### src/rtl/sramc_stream_reader.sv
// SRAM C drain engine: streams a programmed address range out on valid/ready.
// Reads are issued only when the output FIFO has guaranteed room for the returning word.
module sramc_stream_reader #(
   parameter int unsigned SRAMC_W    = 512,
   parameter int unsigned ADRC_W     = 10,
   parameter int unsigned FIFO_DEPTH = 2
) (
   input  logic                i_clk,
   input  logic                i_rstn,
   input  logic                i_start,
   input  logic [ADRC_W-1:0]   i_base_addr,
   input  logic [ADRC_W:0]     i_nwords,
   output logic                o_busy,
   output logic                o_done,
   output logic                o_sram_ren,
   output logic [ADRC_W-1:0]   o_sram_addr,
   input  logic [SRAMC_W-1:0]  i_sram_rdata,
   output logic                o_tvalid,
   input  logic                i_tready,
   output logic [SRAMC_W-1:0]  o_tdata,
   output logic                o_tlast
);

   localparam int unsigned PTR_W = (FIFO_DEPTH > 1) ? $clog2(FIFO_DEPTH) : 1;
   localparam int unsigned OCC_W = $clog2(FIFO_DEPTH + 1);

   typedef enum logic [1:0] {StIdle, StRun, StDrain, StDone} state_e;

   state_e              r_state;
   logic                r_busy;
   logic                r_done;
   logic                r_inflight;
   logic [ADRC_W-1:0]   r_addr;
   logic [ADRC_W:0]     r_icnt;
   logic [ADRC_W:0]     r_ocnt;
   logic [SRAMC_W-1:0]  r_mem [FIFO_DEPTH];
   logic [PTR_W-1:0]    r_wptr;
   logic [PTR_W-1:0]    r_rptr;
   logic [OCC_W-1:0]    r_occ;

   logic w_pop;
   logic w_credit;
   logic w_ren;

   function automatic logic [PTR_W-1:0] f_inc(input logic [PTR_W-1:0] p);
      return (p == PTR_W'(FIFO_DEPTH - 1)) ? '0 : p + PTR_W'(1);
   endfunction

   assign o_tvalid = (r_occ != '0);
   assign w_pop    = o_tvalid & i_tready;
   // Room must exist for the word already in flight plus the one issued now.
   assign w_credit = (32'(r_occ) + 32'(r_inflight)) < (FIFO_DEPTH + 32'(w_pop));
   assign w_ren    = (r_state == StRun) & w_credit;

   assign o_sram_ren  = w_ren;
   assign o_sram_addr = r_addr;
   assign o_tdata     = r_mem[r_rptr];
   assign o_tlast     = o_tvalid & (r_ocnt == {{ADRC_W{1'b0}}, 1'b1});
   assign o_busy      = r_busy;
   assign o_done      = r_done;

   always_ff @(posedge i_clk or negedge i_rstn) begin
      if (!i_rstn) begin
         r_state <= StIdle;
         r_busy  <= 1'b0;
         r_done  <= 1'b0;
         r_addr  <= '0;
         r_icnt  <= '0;
         r_ocnt  <= '0;
      end else begin
         r_done <= 1'b0;
         if (w_pop) r_ocnt <= r_ocnt - {{ADRC_W{1'b0}}, 1'b1};
         unique case (r_state)
            StIdle: begin
               if (i_start) begin
                  r_addr <= i_base_addr;
                  r_icnt <= i_nwords;
                  r_ocnt <= i_nwords;
                  r_busy <= 1'b1;
                  if (i_nwords == '0) begin
                     r_state <= StDone;
                     r_done  <= 1'b1;
                  end else begin
                     r_state <= StRun;
                  end
               end
            end
            StRun: begin
               if (w_ren) begin
                  r_addr <= r_addr + ADRC_W'(1);
                  r_icnt <= r_icnt - {{ADRC_W{1'b0}}, 1'b1};
                  if (r_icnt == {{ADRC_W{1'b0}}, 1'b1}) r_state <= StDrain;
               end
            end
            StDrain: begin
               if (w_pop && o_tlast) begin
                  r_state <= StDone;
                  r_done  <= 1'b1;
               end
            end
            StDone: begin
               r_state <= StIdle;
               r_busy  <= 1'b0;
            end
            default: r_state <= StIdle;
         endcase
      end
   end

   // Output FIFO; a simultaneous push and pop leaves occupancy unchanged.
   always_ff @(posedge i_clk or negedge i_rstn) begin
      if (!i_rstn) begin
         r_inflight <= 1'b0;
         r_wptr     <= '0;
         r_rptr     <= '0;
         r_occ      <= '0;
         for (int i = 0; i < FIFO_DEPTH; i++) r_mem[i] <= '0;
      end else begin
         r_inflight <= w_ren;
         if (r_inflight) begin
            r_mem[r_wptr] <= i_sram_rdata;
            r_wptr        <= f_inc(r_wptr);
         end
         if (w_pop) r_rptr <= f_inc(r_rptr);
         case ({r_inflight, w_pop})
            2'b10:   r_occ <= r_occ + OCC_W'(1);
            2'b01:   r_occ <= r_occ - OCC_W'(1);
            default: r_occ <= r_occ;
         endcase
      end
   end

endmodule

### config.mk
export PLATFORM = sky130hd
export DESIGN_NAME = sramc_stream_reader
export DESIGN_NICKNAME = d
export VERILOG_FILES = /design/src/rtl/sramc_stream_reader.sv
export SDC_FILE = /design/constraint.sdc
export NUM_CORES = 1
export LEC_CHECK = 0
export CORE_AREA = 2 2 417 419
export CTS_CLUSTER_DIAMETER = 50
export DETAILED_ROUTE_END_ITERATION = 10
export DIE_AREA = 0 0 419 421
export GPL_TIMING_DRIVEN = 0
export SLEW_MARGIN = 10
export SYNTH_ARGS = -nofsm -noshare
export SYNTH_HDL_FRONTEND = slang
export SYNTH_SLANG_ARGS = --single-unit
export TNS_END_PERCENT = 100
### constraint.sdc
create_clock -name i_clk -period 2.5 [get_ports i_clk]
set_clock_uncertainty 0.2 [all_clocks]
set_input_delay 0.75 -clock i_clk [delete_from_list [all_inputs] [get_ports i_clk]]
set_output_delay 0.75 -clock i_clk [all_outputs]
set_load 0.1 [all_outputs]
# After elaboration in Yosys (flattened, before gate mapping)
# Index checks and enable logic that the tools add are counted.
dict set report totals {
  register_bits 1065
  in_bits 537
  output_inout_bits 527
  wordCells 82
}
dict set report classes {
  addsub 9
  order_cmp 4
  eq_ne 11
  n_mux 30
  bitwise_logic 5
  n_reduce_logical 11
}
# operator n
set op_table {}
lappend op_table {{two-way mux 512 bit} 4}
lappend op_table {{bitwise mux 1024 bit} 1}
lappend op_table {{demux 512 bit (select 1 bit)} 1}
lappend op_table {{two-way mux 11 bit} 5}
lappend op_table {{== test 11 x 1 -> 1 bit (second input constant)} 2}
lappend op_table {{one-hot mux 11 bit (2 select lines)} 1}
lappend op_table {{subtractor 11 x 1 -> 11 bit (second input constant)} 2}
lappend op_table {{two-way mux 10 bit} 2}
lappend op_table {{one-hot mux 10 bit (2 select lines)} 1}
lappend op_table {{logical NOT 11 bit} 1}
lappend op_table {{adder 10 x 1 -> 10 bit (second input constant)} 1}
lappend op_table {{two-way mux 2 bit} 5}
lappend op_table {{one-hot mux 2 bit (4 select lines)} 1}
lappend op_table {{nonzero test 2 bit} 4}
lappend op_table {{== test 2 bit (second input constant)} 3}
lappend op_table {{two-way mux 1 bit} 6}
lappend op_table {{!= test 2 bit (second input constant)} 3}
lappend op_table {{== test 2 x 1 -> 1 bit (second input constant)} 2}
lappend op_table {{greater-or-equal comparator 2 bit (second input constant)} 2}
lappend op_table {{NOT 1 -> 2 bit} 2}
lappend op_table {{one-hot mux 1 bit (2 select lines)} 2}
lappend op_table {{one-hot mux 2 bit (2 select lines)} 1}
lappend op_table {{AND reduction 4 bit} 1}
lappend op_table {{adder 2 x 1 -> 3 bit} 1}
lappend op_table {{other kinds (12)} 16}

# Logic depth before layout (Yosys ltp)
dict set report logic_depth {
  ltp_word 7
  ltp_mapped 9
  ltp_nobuf 7
}

# Least setup slack after synthesis
# No wires, ideal clock.
dict set report synth_timing {
  kind {reg2out}
  startpoint {reg r_state[1]}
  endpoint {out o_sram_ren}
  arrival_time_ps 3386
  required_ps 1550
  path_slack_ps -1836
  stages_incl_launch_ff 7
  n_path_buf 2
  path_cell_list {dfrtp_1 inv_1 ha_1 clkbuf_1 clkinv_1 clkbuf_1 nor3_1}
}
dict set report synth_between {
  elab_chain_cells 2
}
# item line_no
set synth_rtl {}
lappend synth_rtl {{start: declaration} 29} ;# state_e r_state;
lappend synth_rtl {{start signal: assignment} 64} ;# r_state <= StIdle;
lappend synth_rtl {{start signal: assignment} 81} ;# r_state <= StDone;
lappend synth_rtl {{start signal: assignment} 84} ;# r_state <= StRun;
lappend synth_rtl {{== test 2 x 1 -> 1 bit} 53} ;# assign w_ren = (r_state == StRun) & w_credit;
lappend synth_rtl {{bitwise AND 1 bit} 53}
lappend synth_rtl {{end: declaration} 15} ;# output logic o_sram_ren,
# No other way between the ends.

# Final worst setup path
dict set report layout_timing {
  startpoint {reg r_rptr}
  endpoint {out o_tdata[249]}
}
dict set report layout_between {
  elab_chain_cells 4
}
# item line_no
set layout_rtl {}
lappend layout_rtl {{start: declaration} 38} ;# logic [PTR_W-1:0] r_rptr;
lappend layout_rtl {{start signal: assignment} 124} ;# if (w_pop) r_rptr <= f_inc(r_rptr);
lappend layout_rtl {{NOT 1 -> 2 bit (not written as such)} 57} ;# assign o_tdata = r_mem[r_rptr];
lappend layout_rtl {{two-way mux 512 bit (not written as such) (3 in a row)} 57}
lappend layout_rtl {{end: declaration} 20} ;# output logic [SRAMC_W-1:0] o_tdata,
# No other way between the ends. The select of a mux whose other input is x is not followed.

==> reports/qor.txt <==
Status = finished, violations left
Violated checks = hold timing, setup timing
H-Tree Depth = 4
Worst-Margin Slew = 1178 ps
Synth Flop Type = dfrtp_1
CTS tree = built
IO Port Bufs = 1062
Min cycle time layout = 3384 ps
Crit path buf inv count = 4
Worst reg-to-reg path cell count = 4
Slowest cell on the critical path = dfrtp_1
Max-Cap Viols = 0
Drt initial violations = 1420
Drt first pass iters = 5
FMAX = 295.5 MHz
Mapped Area = 46130 µm²
Num CTS Buffers = 152
Fraction of layout cells with a size suffix above 1 = 56.29%
Nets = 4795
Clock sink total = 1065
Worst-skew pair later-pin latency = 780 ps
Worst Slack Setup Final = -883.8 ps
CP Max Fanout = 10
Initial Util = 26.75%
CP Launch Type = flip-flop
Crit-path max cell delay = 370 ps
Finished Core Util = 39.28%
Clock-pin slew on the worst setup and hold paths = 50 ps
Rel. slew slack = 21.25%
Fin crit share = 135.4%
Total grt overflow = 0
FILL cells = 16280
Synth Net Count = 3563
Die area = 176400 µm²
Cell Chain, Critical Path = clkbuf_16 > clkbuf_16 > clkbuf_16 > mux2_4 > buf_6
DRC = 0
Die H = 421 µm
Row count = 153
Worst EP arrival = 2430 ps
Syn_area_per_cell = 15.31 µm²
WL per Instance = 24.17 µm
Core area = 172500 µm²
Die width = 419 µm
Critical path depth in cells = 5
First-pass GRT wire length = 232900 µm
Seq/Total Area, Yosys = 57.77%
Root Driver = clkbuf_16
RSZ-0062 raised after global routing = true
DRT antenna net count = 0
Hold WC Path Type = input port to async pin
Hpwl dp = 124200 µm
Vias per std cell = 4.531
CP top delay family = buffers and inverters
I/O pin count = 1064
WP data required = 1550 ps
Aggregate global-route resource usage = 18.06%
Mapped Cells = 3014
Deepest clock path buffer count = 3
Fin. Hold Viols = 88
Endpoints failing setup = 1645
Layout area overhead = 46.87%
Final Max Slew Viols = 0
Placed instance count = 6410
Synth Register Bits = 1065
Routed vias = 30430
Critical Path End Type = primary output
Vias in the first global route = 32340
Initial antenna violation count = 48
Worst path most repeated cell = clkbuf_16
Gpl congestion = 0.9007
EDFF count, synth = 0
Synth Warn # = 0
Synth async-reset ratio = 100.0%
Smallest hold slack = -319.6 ps
Pin count of the biggest net entering global routing = 151
Routed wire length = 162300 µm
Final Non-Filler Cells = 6715
Post-synth cell types = 51
Critical path class = flip-flop to primary output
==> worst reg2reg max path, delay by kind of cell, from the launching register on <==
family | cells | cell delay, ps
buf+inv | 2 | 1450
flops | 1 | 430
mux | 1 | 430
simple gates | 1 | 530
==> logic make-up (layout without fill, tap and decap cells) <==
family	Yosys count	in the layout	share of synthesized area, %
mux	1543	1543	37.65
fa+ha+maj	12	12	0.3255
compound gates	75	75	1.071
other cells	0	27	0
flops	1065	1065	57.77
xor+xnor	17	17	0.3228
buf+inv	195	1544	1.720
simple gates	107	107	1.139
==> metrics by stage <==
| stage | setup WS, ps | cell area [µm²] | TNS (ps) |
|---|---|---|---|
| floorplan | -331.4 | 48120 | -584.0 |
| global placement | -53340 | 61660 | - |
| detailed placement | -2227 | 61900 | -2009450 |
| CTS | -1027 | 66450 | -1061340 |
| global route | -962.2 | 67750 | -1138330 |
| finish | -883.8 | 67750 | -809000 |
==> layout make-up <==
class	count	area (µm²)	share of cell area [%]
inverter	15	63.81	0.09418
antenna	27	67.56	0.09972
sequential	1065	26660	39.35
buffer	180	1633	2.410
timing repair buffer	1078	10740	15.84
multi-input combinational	1754	20520	30.29
clock buffer	198	4239	6.257
clock inverter	73	924.6	1.365
tap	2325	2909	4.294
==> state kept, by name (all words and copies together) (netlist names) <==
| register | flops |
|---|---|
| r_mem | 1024 |
| r_icnt | 11 |
| r_ocnt | 11 |
| o_sram_addr | 10 |
| r_occ | 2 |
| r_state | 2 |
| o_busy | 1 |
| o_done | 1 |
| r_inflight | 1 |
| r_rptr | 1 |
| r_wptr | 1 |
==> placed cells by master (no fill, tap or decap), drive strengths merged, types with 21 or more instances in the layout <==
cell           Yosys  layout
o21ai             21      21
diode              0      27
nand2             22      22
inv               14      40
mux2            1538    1538
clkbuf           127     296
nor2              33      33
dfrtp           1065    1065
clkdlybuf4s50      0     539
clkinv             1      25
buf               53     619
==> path summary, 6_finish.rpt <==
path / endpoint / startpoint / slack (ps)
worst max-delay path: o_tdata[249] / r_rptr / -880
worst min-delay path: r_mem[27] / i_rstn / -320
worst max register to register: r_mem[401] / r_inflight / -640
worst min register to register: r_mem[528] / r_mem[528] / 300
max in group asynchronous: r_mem[255] / i_rstn / -420
min in group i_clk: r_mem[528] / r_mem[528] / 300
==> metal layers <==
metal,track usage (%),wire length [µm],part of all wire [%],vias to the layer above
li1,-,-,-,13410
met1,21.75,66410,41,15890
met2,29.63,78990,49,817
met3,5.798,10870,6.7,294
met4,7.425,5882,3.6,22
met5,0,141,0.087,-
==> what timing repair did <==
item,4_1_cts,5_1_grt
pin swaps,0,2
gates resized for setup,3111,557
setup buffers,0,5
hold endpoints to repair,88,88
endpoints found under the setup margin,1680,1843
gates cloned,0,2
==> synth_stat cells (6+ instances only) <==
cell type / number / area (µm²)
mux2_2: 1537 / 17310
nor4_1: 6 / 37.54
ha_1: 12 / 150.1
xor2_1: 9 / 78.83
clkbuf_1: 127 / 476.7
nor2_1: 33 / 123.9
dfrtp_1: 1065 / 26650
nand3_1: 15 / 75.07
nand2_1: 22 / 82.58
o32ai_1: 6 / 52.55
nor3_1: 6 / 30.03
a21oi_1: 16 / 80.08
buf_2: 49 / 245.2
xnor2_1: 8 / 70.07
o21ai_0: 17 / 85.08
inv_1: 14 / 52.55
Power is left out: the tool's default activity adds up to more than one toggle a clock period on the data nets, which glitch-free logic cannot reach.
